<file path="config.mk">
export PLATFORM = sky130hd
export DESIGN_NAME = lab3_cache_mem_arbiter
export DESIGN_NICKNAME = d
export VERILOG_FILES = /design/src/rtl/lab3_cache_arb_pkg.sv /design/src/rtl/lab3_cache_TagQueue.sv /design/src/rtl/lab3_cache_mem_arbiter.sv
export SDC_FILE = /design/constraint.sdc
export NUM_CORES = 1
export LEC_CHECK = 0
export ABC_CLOCK_PERIOD_IN_PS = 3300
export BUFFER_PORTS_ARGS = -buffer_cell sky130_fd_sc_hd__buf_2
export CAP_MARGIN = 30
export CORE_AREA = 2 2 150 152
export DETAILED_ROUTE_END_ITERATION = 8
export DIE_AREA = 0 0 152 154
export PLACE_DENSITY = 0.42
export SLEW_MARGIN = 25
export SYNTH_ARGS = -nofsm -noshare
export SYNTH_HDL_FRONTEND = slang
export SYNTH_SLANG_ARGS = --single-unit
</file>
<file path="constraint.sdc">
create_clock -name clk -period 3.3 [get_ports clk]
set_input_delay 0.66 -clock clk [delete_from_list [all_inputs] [get_ports clk]]
set_output_delay 0.66 -clock clk [all_outputs]
set_load 0.03 [all_outputs]
</file>
<file path="src/rtl/lab3_cache_arb_pkg.sv">
// Shared types for the cache-to-memory arbiter: channel ids and 4-byte memory messages.
// The message fields are opaque to the arbiter; it passes them through unmodified.
package lab3_cache_arb_pkg;

  localparam int c_max_ports  = 8;
  localparam int c_chan_id_w  = $clog2(c_max_ports);

  typedef logic [c_chan_id_w-1:0] chan_id_t;

  typedef enum logic [2:0] {
    MEM_READ  = 3'd0,
    MEM_WRITE = 3'd1,
    MEM_INIT  = 3'd2
  } mem_msg_type_t;

  typedef struct packed {
    mem_msg_type_t msg_type;
    logic [7:0]    opaque;
    logic [31:0]   addr;
    logic [1:0]    len;
    logic [31:0]   data;
  } mem_req_4B_t;

  typedef struct packed {
    mem_msg_type_t msg_type;
    logic [7:0]    opaque;
    logic [1:0]    test;
    logic [1:0]    len;
    logic [31:0]   data;
  } mem_resp_4B_t;

  // Round-robin successor of a channel id among n channels.
  function automatic chan_id_t rr_next(input chan_id_t cur, input int n);
    if (int'(cur) >= n - 1) return '0;
    return cur + chan_id_t'(1);
  endfunction

endpackage

</file>
<file path="src/rtl/lab3_cache_TagQueue.sv">
// In-flight channel-id FIFO: records which cache issued each outstanding memory request.
// Push and pop are ignored when full / empty respectively; head is valid whenever !empty.
module lab3_cache_TagQueue
  import lab3_cache_arb_pkg::*;
#(
  parameter int p_depth = 4
) (
  input  logic     clk,
  input  logic     reset,
  input  logic     push,
  input  chan_id_t push_id,
  input  logic     pop,
  output logic     full,
  output logic     empty,
  output chan_id_t head
);

  localparam int c_ptr_w = $clog2(p_depth);

  chan_id_t             slots [p_depth];
  logic [c_ptr_w-1:0]   wr_ptr;
  logic [c_ptr_w-1:0]   rd_ptr;
  logic [c_ptr_w:0]     count;
  logic                 do_push;
  logic                 do_pop;

  assign full    = (count == (c_ptr_w+1)'(p_depth));
  assign empty   = (count == '0);
  assign head    = slots[rd_ptr];
  assign do_push = push & ~full;
  assign do_pop  = pop & ~empty;

  // Depth is a power of two, so pointers wrap by natural overflow.
  always_ff @(posedge clk) begin
    if (reset) begin
      wr_ptr <= '0;
      rd_ptr <= '0;
      count  <= '0;
    end else begin
      if (do_push) wr_ptr <= wr_ptr + 1'b1;
      if (do_pop)  rd_ptr <= rd_ptr + 1'b1;
      case ({do_push, do_pop})
        2'b10:   count <= count + 1'b1;
        2'b01:   count <= count - 1'b1;
        default: count <= count;
      endcase
    end
  end

  always_ff @(posedge clk) begin
    if (do_push) slots[wr_ptr] <= push_id;
  end

endmodule

</file>
<file path="src/rtl/lab3_cache_mem_arbiter.sv">
// Round-robin merge of p_num_ports cache memory ports onto one memory port, zero-cycle request path;
// responses return in issue order via a tag queue, and a full queue back-pressures all requesters.
module lab3_cache_mem_arbiter
  import lab3_cache_arb_pkg::*;
#(
  parameter int p_num_ports       = 2,
  parameter int p_max_outstanding = 4
) (
  input  logic                   clk,
  input  logic                   reset,

  input  logic [p_num_ports-1:0] cache_req_val,
  output logic [p_num_ports-1:0] cache_req_rdy,
  input  mem_req_4B_t            cache_req_msg  [p_num_ports],

  output logic [p_num_ports-1:0] cache_resp_val,
  input  logic [p_num_ports-1:0] cache_resp_rdy,
  output mem_resp_4B_t           cache_resp_msg [p_num_ports],

  output logic                   mem_req_val,
  input  logic                   mem_req_rdy,
  output mem_req_4B_t            mem_req_msg,

  input  logic                   mem_resp_val,
  output logic                   mem_resp_rdy,
  input  mem_resp_4B_t           mem_resp_msg,

  input  logic [p_num_ports-1:0] cache_flush_done,
  input  logic                   flush,
  output logic                   flush_done
);

  chan_id_t               rr_ptr;
  chan_id_t               grant;
  logic                   any_val;
  logic                   found;
  logic                   req_fire;
  logic                   resp_fire;
  logic                   head_rdy;
  logic                   q_full;
  logic                   q_empty;
  chan_id_t               q_head;
  logic [p_num_ports-1:0] sticky;

  // Two passes: channels at or after the pointer first, then the wrapped-around ones.
  always_comb begin
    grant = '0;
    found = 1'b0;
    for (int i = 0; i < p_num_ports; i++) begin
      if (!found && cache_req_val[i] && (i >= int'(rr_ptr))) begin
        found = 1'b1;
        grant = chan_id_t'(i);
      end
    end
    for (int i = 0; i < p_num_ports; i++) begin
      if (!found && cache_req_val[i]) begin
        found = 1'b1;
        grant = chan_id_t'(i);
      end
    end
  end

  assign any_val     = |cache_req_val;
  assign mem_req_val = any_val & ~q_full;
  assign req_fire    = mem_req_val & mem_req_rdy;

  always_comb begin
    mem_req_msg   = cache_req_msg[0];
    cache_req_rdy = '0;
    for (int i = 0; i < p_num_ports; i++) begin
      if (grant == chan_id_t'(i)) begin
        mem_req_msg      = cache_req_msg[i];
        cache_req_rdy[i] = any_val & mem_req_rdy & ~q_full;
      end
    end
  end

  always_ff @(posedge clk) begin
    if (reset)         rr_ptr <= '0;
    else if (req_fire) rr_ptr <= rr_next(grant, p_num_ports);
  end

  lab3_cache_TagQueue #(
    .p_depth (p_max_outstanding)
  ) u_tag_queue (
    .clk     (clk),
    .reset   (reset),
    .push    (req_fire),
    .push_id (grant),
    .pop     (resp_fire),
    .full    (q_full),
    .empty   (q_empty),
    .head    (q_head)
  );

  // Memory answers in request order, so the queue head owns the current response.
  always_comb begin
    head_rdy       = 1'b0;
    cache_resp_val = '0;
    for (int i = 0; i < p_num_ports; i++) begin
      cache_resp_msg[i] = mem_resp_msg;
      if (q_head == chan_id_t'(i)) begin
        head_rdy          = cache_resp_rdy[i];
        cache_resp_val[i] = mem_resp_val & ~q_empty;
      end
    end
  end

  assign mem_resp_rdy = ~q_empty & head_rdy;
  assign resp_fire    = mem_resp_val & mem_resp_rdy;

  // flush_done also waits for write-backs issued during the flush to be acknowledged.
  always_ff @(posedge clk) begin
    if (reset) begin
      sticky     <= '0;
      flush_done <= 1'b0;
    end else if (!flush) begin
      sticky     <= '0;
      flush_done <= 1'b0;
    end else begin
      sticky     <= sticky | cache_flush_done;
      flush_done <= (&sticky) & q_empty;
    end
  end

endmodule
</file>
Word level (Yosys, flattened, before mapping)
Memory sizes are Yosys's and may differ from the RTL's. A register that Yosys moved wholly into a read port is not among the register bits.
Index checks and enable logic that the tools add are counted.
{"block": "op_classes", "add_sub_neg": 5, "n_lt_le_gt_ge": 3, "n_eq_ne": 5, "mux": 23, "bitwise": 14, "reduce_logical": 15}
{"cell": "$mux W77", "count": 1}
{"cell": "$mux W1", "count": 15}
{"cell": "$mux W3", "count": 4}
{"cell": "$and A1 B1 Y1", "count": 10}
{"cell": "$logic_not A3 Y1", "count": 3}
{"cell": "$add A3 B1 Y3 const B", "count": 2}
{"cell": "$eq A3 B1 Y1 const B", "count": 2}
{"cell": "$ge A1 B3 Y1 const A", "count": 2}
{"cell": "$pmux W3 S2", "count": 1}
{"cell": "$logic_and A1 B1 Y1", "count": 5}
{"cell": "$add A2 B1 Y2 const B", "count": 2}
{"cell": "$mux W2", "count": 2}
{"cell": "$reduce_or A2 Y1", "count": 2}
{"cell": "$eq A3 B3 Y1 const B", "count": 1}
{"cell": "$ge A3 B1 Y1 const B", "count": 1}
{"cell": "$logic_not A1 Y1", "count": 3}
{"cell": "$not A1 Y1", "count": 3}
{"cell": "$sub A3 B1 Y3 const B", "count": 1}
{"cell": "$eq A2 B1 Y1 const B", "count": 1}
{"cell": "$eq A2 B2 Y1 const B", "count": 1}
{"cell": "$or A2 B2 Y2", "count": 1}
{"cell": "$reduce_and A2 Y1", "count": 1}
{"cell": "$reduce_bool A2 Y1", "count": 1}
{"block": "totals", "register_bits": 13, "ramBits": 12, "out_inout_bits": 178, "word_cells": 72, "memories": 1}
{"memory": "u_tag_queue.slots", "depth": 4, "word_bits": 3, "read_ports": 1, "rd_ports_with_merged_regs": 1, "wr": 1, "line": "lab3_cache_TagQueue.sv:20", "rtl": "chan_id_t slots [p_depth];"}

Depth between registers and ports, before layout
Gate-level depths: netlist (run 1).
{"block": "depth", "depth_word": 18, "depth_mapped": 9, "ltp_nobuf": 9}

Cells and area by module
A second synthesis (run 1) with hierarchy kept.
{"block": "hier_totals", "cells_unflattened": 277, "area_unflattened_um2": 2775.2}
{"module": "lab3_cache_mem_arbiter", "instances": 1, "cells_each": 208, "area_per_inst_um2": 1861.8, "seq_area_each_um2": 80.1}
{"module": "lab3_cache_TagQueue", "instances": 1, "cells_each": 69, "area_per_inst_um2": 913.4, "seq_area_each_um2": 540.5}

Worst setup path before layout (run 1)
No wires, ideal clock.
{"block": "synth_timing", "path_kind": "input port to output port", "from": "input port cache_req_val[0]", "to": "output port mem_req_msg[10] (netlist bit)", "arrival_time_ps": 1807, "required_ps": 2640, "slack_ps": 833, "stages": 6, "path_cell_list": "inv_1 -> o21ai_1 -> buf_2 -> buf_1 -> nand2_1 -> nand2_1"}
{"item": "from (decl)", "line": "lab3_cache_mem_arbiter.sv:12", "rtl": "input logic [p_num_ports-1:0] cache_req_val,"}
{"item": "to (decl)", "line": "lab3_cache_mem_arbiter.sv:22", "rtl": "output mem_req_4B_t mem_req_msg,"}

==> flow_summary.toml, run 1 <==
[floorplan]
die_w_um = 152
die-area_um2 = 23410
ios = 390
rows = 54
dieHeight_um = 154
start_util_pct = 11.26
core_area_um2 = 21690

[synthesis]
synth_cell_types = 31
ys_ff_latch = 17
netlist_area_um2 = 2441
syn_inst = 424
syn-num-nets = 642
async_flop_share_pct = 0
synth_common_cells = "nand2_1, buf_4, nor2_1"
synth.top_cell.area_share_pct = 35.83
synth_edf_count = 4
avgSynthCellArea_um2 = 5.757
yosysTopAreaCell = "nand2_1"
synth_flop_cell = "dfxtp_1"
synth-seq-area-share_pct = 15.58
synth.area.top_cells = "nand2_1, buf_4, dfxtp_1"
synth_warnings = 0
synth_most_common_cell = "nand2_1"

[finish]
layout-drive-gt1-share_pct = 46.14
antenna_cells = 0
n_fill_cell = 2555
nNetsFinal = 789
regArea_um2 = 380.4
multi_input_area_um2 = 1264
syn_to_final_growth_pct = 38.85

[clock_network]
h-tree-depth = 1
cts_max_path_buffers = 2
cts_sinks = 17
clk_latency_ns = 0.25
postCtsSetupRepairBufs = 0
cts_resized = 0
cts_tree = "built"
cts_root_buf = "clkbuf_16"
cts_buffers = 3
cts.clk_slew.worst_paths_ns = 0.05
hold_buffers = 0

[hold_path]
hold_class = "register to register"
whs_path_depth = 2
worstHoldStart = "sticky[0]"
holdPathEnd = "flush_done"

[setup_path]
worstPathArrival_ns = 2.73
setup.worst_path.start_class = "register"
cp-end-kind = "register"
r2r-end = "u_tag_queue.count[2]"
path_class = "register to register"
path_max_fanout = 4
ff2ff_path_depth = 9
critical_path_required_ns = 3.48
r2r_setup_slack_ns = 0.75

[place]
dp.final_hpwl_mm = 7.803
portBuffers = 248
gp_congestion = 0.7001

[drt]
drt_wl_total_mm = 9.274
vias = 2866
first_pass_iters = 4
viasPerCell = 3.372
ant_nets = 0
drc = 0
drtIter0Drc = 153
wl_per_cell_um = 10.91

[global_route]
grt.total_usage_pct = 7.466
antenna_found_initial = 0
grt_pass1_wl_mm = 14.50
grt_max_degree = 50
overflow = 0
grt_pass1_vias = 2893

[timing]
finalClockSkew_ns = 0.002851
slew_violations = 0
max_freq_mhz = 392.5
worstMarginPinSlew_ns = 0.5111
timing.final.crit_share_pct = 77.21
relSlewSlack_pct = 65.93
grt_setup_unrepaired = "false"
final_hold_viol_count = 0
tns_ns = 0
finalCriticalPeriod_ns = 2.548
setup_violations = 0

[power]
ir_drop_mv = 0.2513
finalPower_w = 0.001147
power_density_nw_per_um2 = 338.5
leakagePower_nw = 2.056

[flow_run]
max_cap_violations = 0

[run_status]
status = "finished clean"
[report_power, final]
part           leakage [nW]  switching [W]  internal [W]  total (W)
Sequential            0.143      0.0000180      0.000234   0.000252
Combinational          1.87       0.000427      0.000227   0.000653
Clock                0.0382      0.0000783      0.000164   0.000242
[worst max path at each step]
stage	from	to	slack (ns)	depth (start not counted)
finish	register	u_tag_queue.count[2]	0.75	9
global route	cache_req_val[0]	mem_req_msg[11]	0.61	7
CTS	register	u_tag_queue.count[2]	0.72	9
detailed placement	u_tag_queue.slots[3]	u_tag_queue.count[2]	0.74	9
global placement	cache_req_val[0]	mem_req_msg[11]	0.74	7
floorplan	cache_req_val[0]	mem_req_msg[10]	0.83	6
[per-layer routing]
layer / global-route usage (%) / wire length [um]
met4: 1.958 / 211
met1: 7.428 / 3273
met5: 0 / 0
met3: 3.326 / 1230
met2: 14.09 / 4558
[layout by cell type (no fill, tap or decap), types with 2 or more instances in the layout]
cell type,instances
clkbuf_16,3
inv_1,9
a21oi_1,4
buf_4,5
xor2_1,2
and2_1,4
nor2_1,18
mux2_1,2
or3_1,2
nor3_1,2
ha_1,5
dfxtp_1,13
edfxtp_1,4
nand2_1,233
buf_2,248
[per-stage QoR]
stage                     instance area (um^2)  util (%)  setup WS (ns)  instances  hold slack (ns)
after global routing                      3390     15.63         0.6069        850           0.4755
after CTS                                 3390     15.63         0.7215        850           0.4614
final                                     3390     15.63         0.7521        850           0.4549
after global placement                    3311     15.26         0.7404        846           0.4469
after detailed placement                  3311     15.26         0.7403        846           0.4508
after floorplan                           2441         -         0.8330        424           0.4142
[logic make-up (layout without fill, tap and decap cells)]
logic type,after synthesis,count (layout),synth area share (%)
compound gates,9,9,2.358
mux,5,5,2.819
simple gates,263,263,41.67
xor+xnor,3,3,1.077
fa+ha+maj,6,6,3.383
flops,17,17,15.58
buf+inv,121,267,33.11
[critical path, cell delays in order (launching register included)]
cell	delay (ns)
dfxtp_1	0.33
mux4_2	0.55
mux2i_2	0.21
nor2_2	0.17
ha_1	0.21
inv_1	0.06
fa_1	0.37
xor2_1	0.15
or3_1	0.30
a21oi_1	0.13
[area by class of cell]
type | count | area share, %
Clock buffer | 4 | 2.326
Inverter | 10 | 1.107
Multi-Input combinational cell | 286 | 37.28
Sequential cell | 17 | 11.22
Tap cell | 280 | 10.34
Timing Repair Buffer | 253 | 37.73
Power figures use the tool's default switching activity.
==> inputs of run 2 (changes only) <==
- ABC_CLOCK_PERIOD_IN_PS: 3300 -> 2200
- PLACE_DENSITY: 0.42 -> 0.43
- clock period: 3.3 -> 2.2 ns (I/O delays scaled with it)
==> run 2 against run 1 <==
  * The run now ends with negative setup slack left
  * Highest routed layer unchanged
  * Largest cell class unchanged
  * Register-to-register slack lost 0.89 ns
  * Critical endpoint unchanged
  * Via count shrank 0.35%
  * Cell count grew 0.94%
  * Largest power group unchanged
  * Flip-flop and latch count is the same
  * Clock skew is essentially flat
  * Wire length grew 2.4%
==> flow_summary.toml, run 2 (same netlist as run 1, synthesis figures left out) <==
[hold_path]
hold_class = "input pin to register"
worstHoldStart = "cache_flush_done[0]"

[drt]
vias = 2856
first_pass_iters = 4
viasPerCell = 3.329
drtIter0Drc = 124
wl_per_cell_um = 11.07
drt_wl_total_mm = 9.501
drc = 0
ant_nets = 0

[finish]
mostFrequentLayoutCell = "buf_2"
layout-drive-gt1-share_pct = 47.75
post-route-util_pct = 16.15
antenna_cells = 0
nNetsFinal = 797
mostFrequentLayoutCells = "buf_2, nand2_1, nor2_1"
syn_to_final_growth_pct = 43.52

[timing]
timing.final.crit_share_pct = 106.4
slew_violations = 0
max_freq_mhz = 427.2
hold_ws_ns = 0.3958
final_hold_viol_count = 0
finalCriticalPeriod_ns = 2.341
finalClockSkew_ns = 0.003014
grt_setup_unrepaired = "true"
relSlewSlack_pct = 76.26
setup_ws_ns = -0.1407
worstMarginPinSlew_ns = 0.3560
tns_ns = -0.1407
setup_violations = 1

[clock_network]
hold_buffers = 0
cts_root_buf = "clkbuf_16"
cts.clk_slew.worst_paths_ns = 0.05
cts_buffers = 3
h-tree-depth = 1
cts_max_path_buffers = 2
cts_sinks = 17
cts_tree = "built"
clk_latency_ns = 0.25

[place]
gp_congestion = 0.7559
dp.final_hpwl_mm = 8.014
portBuffers = 248

[global_route]
antenna_found_initial = 0
grt_pass1_vias = 2800
overflow = 0
grt_pass1_wl_mm = 14.41
grt.total_usage_pct = 7.526
grt_max_degree = 47

[setup_path]
startpoint = "u_tag_queue.slots[3]"
worstPathArrival_ns = 2.53
cp-end-kind = "register"
path_max_fanout = 2
r2r-start = "u_tag_queue.slots[3]"
path_class = "register to register"
critical_path_required_ns = 2.39
setup.worst_path.start_class = "register"

[floorplan]
die_w_um = 152
dieHeight_um = 154
ios = 390
core_area_um2 = 21690
start_util_pct = 11.26
rows = 54
die-area_um2 = 23410

[power]
power_density_nw_per_um2 = 510.4
leakagePower_nw = 2.113
ir_drop_mv = 0.2892

[run_status]
violations = "negative setup slack"
status = "complete, but fails checks"

[flow_run]
max_cap_violations = 0
## run 2: cell type report
class / instances / area (um^2)
fillers: 2540 / 18180
repair buffers: 261 / 1385
multi-input cells: 286 / 1269
flip-flops and latches: 17 / 381.6
well taps: 280 / 350.3
clock buffers: 3 / 75.07
inverters: 10 / 37.54
clock inverters: 1 / 5.005
## run 2: worst max-delay path, cell delays in order, from the launching register on
cell and delay (ns):
edfxtp_1 0.35, mux4_2 0.51, mux2i_2 0.18, nor2_2 0.11
ha_2 0.20, inv_2 0.04, fa_2 0.32, xor2_1 0.15
or3_1 0.31, a21oi_1 0.12
## run 2: final timing paths
| check | endpoint | slack (ns) | cells after the start |
|---|---|---|---|
| max | u_tag_queue.count[2] | -0.14 | 9 |
| min reg2reg | flush_done | 0.44 | 2 |
| min | sticky[0] | 0.40 | 3 |
| max reg2reg | u_tag_queue.count[2] | -0.14 | 9 |
## run 2: what timing repair did
item                                    4_1_cts  5_1_grt
setup buffers                                 2        0
endpoints found under the setup margin        2        4
resized for setup                             2        5
pin swaps                                     1        1
cloned                                        0        0
## run 2: power breakdown
part           switching [W]  leakage (nW)  internal (W)  total [W]
logic               0.000661          1.93      0.000385    0.00105
registers          0.0000208         0.144      0.000351   0.000372
clock network       0.000126        0.0409      0.000243   0.000370
## run 2: per-layer routing
metal	up-vias	global-route usage (%)	wire length, um
met2	194	13.71	4579
met1	1150	7.753	3474
li1	1493	-	-
met3	19	3.720	1285
met5	-	0	0
met4	0	1.736	162
## run 2: stage by stage
| stage | total power [W] | setup slack, ns | area, um^2 | instances |
|---|---|---|---|---|
| after floorplan | 0.001326 | -0.1691 | 2446 | 424 |
| after global placement | 0.001419 | -0.1483 | 3398 | 852 |
| after detailed placement | 0.001417 | -0.1696 | 3398 | 852 |
| after CTS | 0.001804 | -0.1455 | 3495 | 858 |
| after global routing | 0.001913 | -0.2306 | 3503 | 858 |
| final | 0.001788 | -0.1407 | 3503 | 858 |
==> inputs of run 3 (changes only) <==
- ABC_CLOCK_PERIOD_IN_PS: 2200 -> 3020
- CAP_MARGIN: 30 -> 20
- CORE_AREA: 2 2 150 152 -> 4 4 148 150
- clock period: 2.2 -> 3.02 ns (I/O delays scaled with it)
==> run 3 against run 2 <==
  * The flow now finishes without violations
  * Sequential share of layout area is 0.29 points higher
  * Clock skew is 0.0022 ns lower
  * Clock power is 28% lower
  * Worst setup slack better by 0.62 ns
  * Die area stayed put
  * Maximum frequency is 7.7% lower
  * Utilization is 0.29 points higher
  * Sequential power is 26% lower
  * Power is 29% lower
  * Cell area is 2.9% lower
  * Clock-buffer cell count stayed put
  * Critical endpoint unchanged
==> flow_summary.toml, run 3 (same netlist as run 1, synthesis figures left out) <==
[drt]
first_pass_iters = 4
viasPerCell = 3.392
drc = 0
vias = 2863
drtIter0Drc = 121
drt_wl_total_mm = 10.12
wl_per_cell_um = 11.99
ant_nets = 0

[clock_network]
cts_max_path_buffers = 2
cts_resized = 0
cts_tree = "built"
clk_latency_ns = 0.25
cts_buffers = 3
cts_sinks = 17
cts.clk_slew.worst_paths_ns = 0.05
cts_root_buf = "clkbuf_16"
postCtsSetupRepairBufs = 0
hold_buffers = 0
h-tree-depth = 1

[timing]
worstMarginPinSlew_ns = 0.3823
slew_violations = 0
max_freq_mhz = 394.3
finalClockSkew_ns = 0.0008566
final_hold_viol_count = 0
tns_ns = 0
setup_violations = 0
timing.final.crit_share_pct = 83.97
finalCriticalPeriod_ns = 2.536
setup_ws_ns = 0.4841
relSlewSlack_pct = 74.52
grt_setup_unrepaired = "false"

[setup_path]
r2r_setup_slack_ns = 0.48
path_max_fanout = 4
r2r-end = "u_tag_queue.count[2]"
worstPathArrival_ns = 2.72
setup.worst_path.start_class = "register"
r2r-start = "u_tag_queue.slots[0]"
path_class = "register to register"
cp-end-kind = "register"
critical_path_required_ns = 3.20
ff2ff_path_depth = 9

[global_route]
grt_max_degree = 78
grt.total_usage_pct = 8.083
grt_pass1_vias = 2965
antenna_found_initial = 2
grt_pass1_wl_mm = 15.64
overflow = 0

[floorplan]
ios = 390
die_w_um = 152
die-area_um2 = 23410
core_area_um2 = 20690
start_util_pct = 11.80
dieHeight_um = 154
rows = 53

[finish]
antenna_cells = 0
post-route-util_pct = 16.44
syn_to_final_growth_pct = 39.36
nNetsFinal = 788
mostFrequentLayoutCell = "buf_2"
mostFrequentLayoutCells = "buf_2, nand2_1, nor2_1"
layout-drive-gt1-share_pct = 46.22

[hold_path]
whs_path_depth = 2
holdPathEnd = "flush_done"
hold_class = "register to register"
worstHoldStart = "sticky[0]"

[power]
power_density_nw_per_um2 = 371.4
leakagePower_nw = 2.063
ir_drop_mv = 0.1890

[place]
portBuffers = 248
place_ws_ns = 0.5025
gp_congestion = 0.7745
dp.final_hpwl_mm = 8.636

[flow_run]
max_cap_violations = 0

[run_status]
status = "finished clean"
==> run 3: critical path, cell delays in order (launching register included) <==
cell and delay [ns]:
edfxtp_1 0.36, mux4_2 0.51, mux2i_2 0.20, nor2_2 0.16
ha_1 0.21, inv_1 0.06, fa_1 0.37, xor2_1 0.16
or3_1 0.30, a21oi_1 0.14
==> run 3: metal layers <==
metal,track usage [%],up-vias,wire length [um]
met5,0,-,13
met4,2.526,2,291
met3,4.194,27,1423
met2,14.18,207,4925
met1,8.404,1153,3464
li1,-,1474,-
==> run 3: how the worst max path moves through the flow <==
stage               slack [ns]                    to                 start
global route              0.32  u_tag_queue.count[2]              register
detailed placement        0.50  u_tag_queue.count[2]              register
floorplan                 0.62  u_tag_queue.count[2]              register
finish                    0.48  u_tag_queue.count[2]  u_tag_queue.slots[0]
CTS                       0.47  u_tag_queue.count[2]              register
global placement          0.50  u_tag_queue.count[2]  u_tag_queue.slots[3]
==> run 3: area by class of cell <==
type | count | area (um^2)
inverters | 10 | 37.54
well taps | 275 | 344.1
fillers | 2433 | 17290
clock buffers | 3 | 75.07
clock inverters | 1 | 5.005
repair buffers | 252 | 1296
multi-input cells | 286 | 1264
flip-flops and latches | 17 | 380.4
==> run 3: power breakdown <==
group / internal [W] / total (W) / switching (W) / leakage (nW)
registers: 0.000255 / 0.000274 / 0.0000189 / 0.143
clock network: 0.000177 / 0.000267 / 0.0000895 / 0.0409
logic: 0.000252 / 0.000723 / 0.000470 / 1.88
total: 0.000685 / 0.00126 / 0.000579 / 2.06
==> run 3: metrics by stage <==
stage               hold slack, ns  power (W)  cells  area (um^2)
finish                      0.4381   0.001263    844         3402
global route                0.4827   0.001365    844         3402
CTS                         0.4444   0.001281    844         3402
detailed placement          0.4289   0.001010    840         3322
global placement            0.4385   0.001011    840         3322
floorplan                   0.4142  0.0009644    424         2441
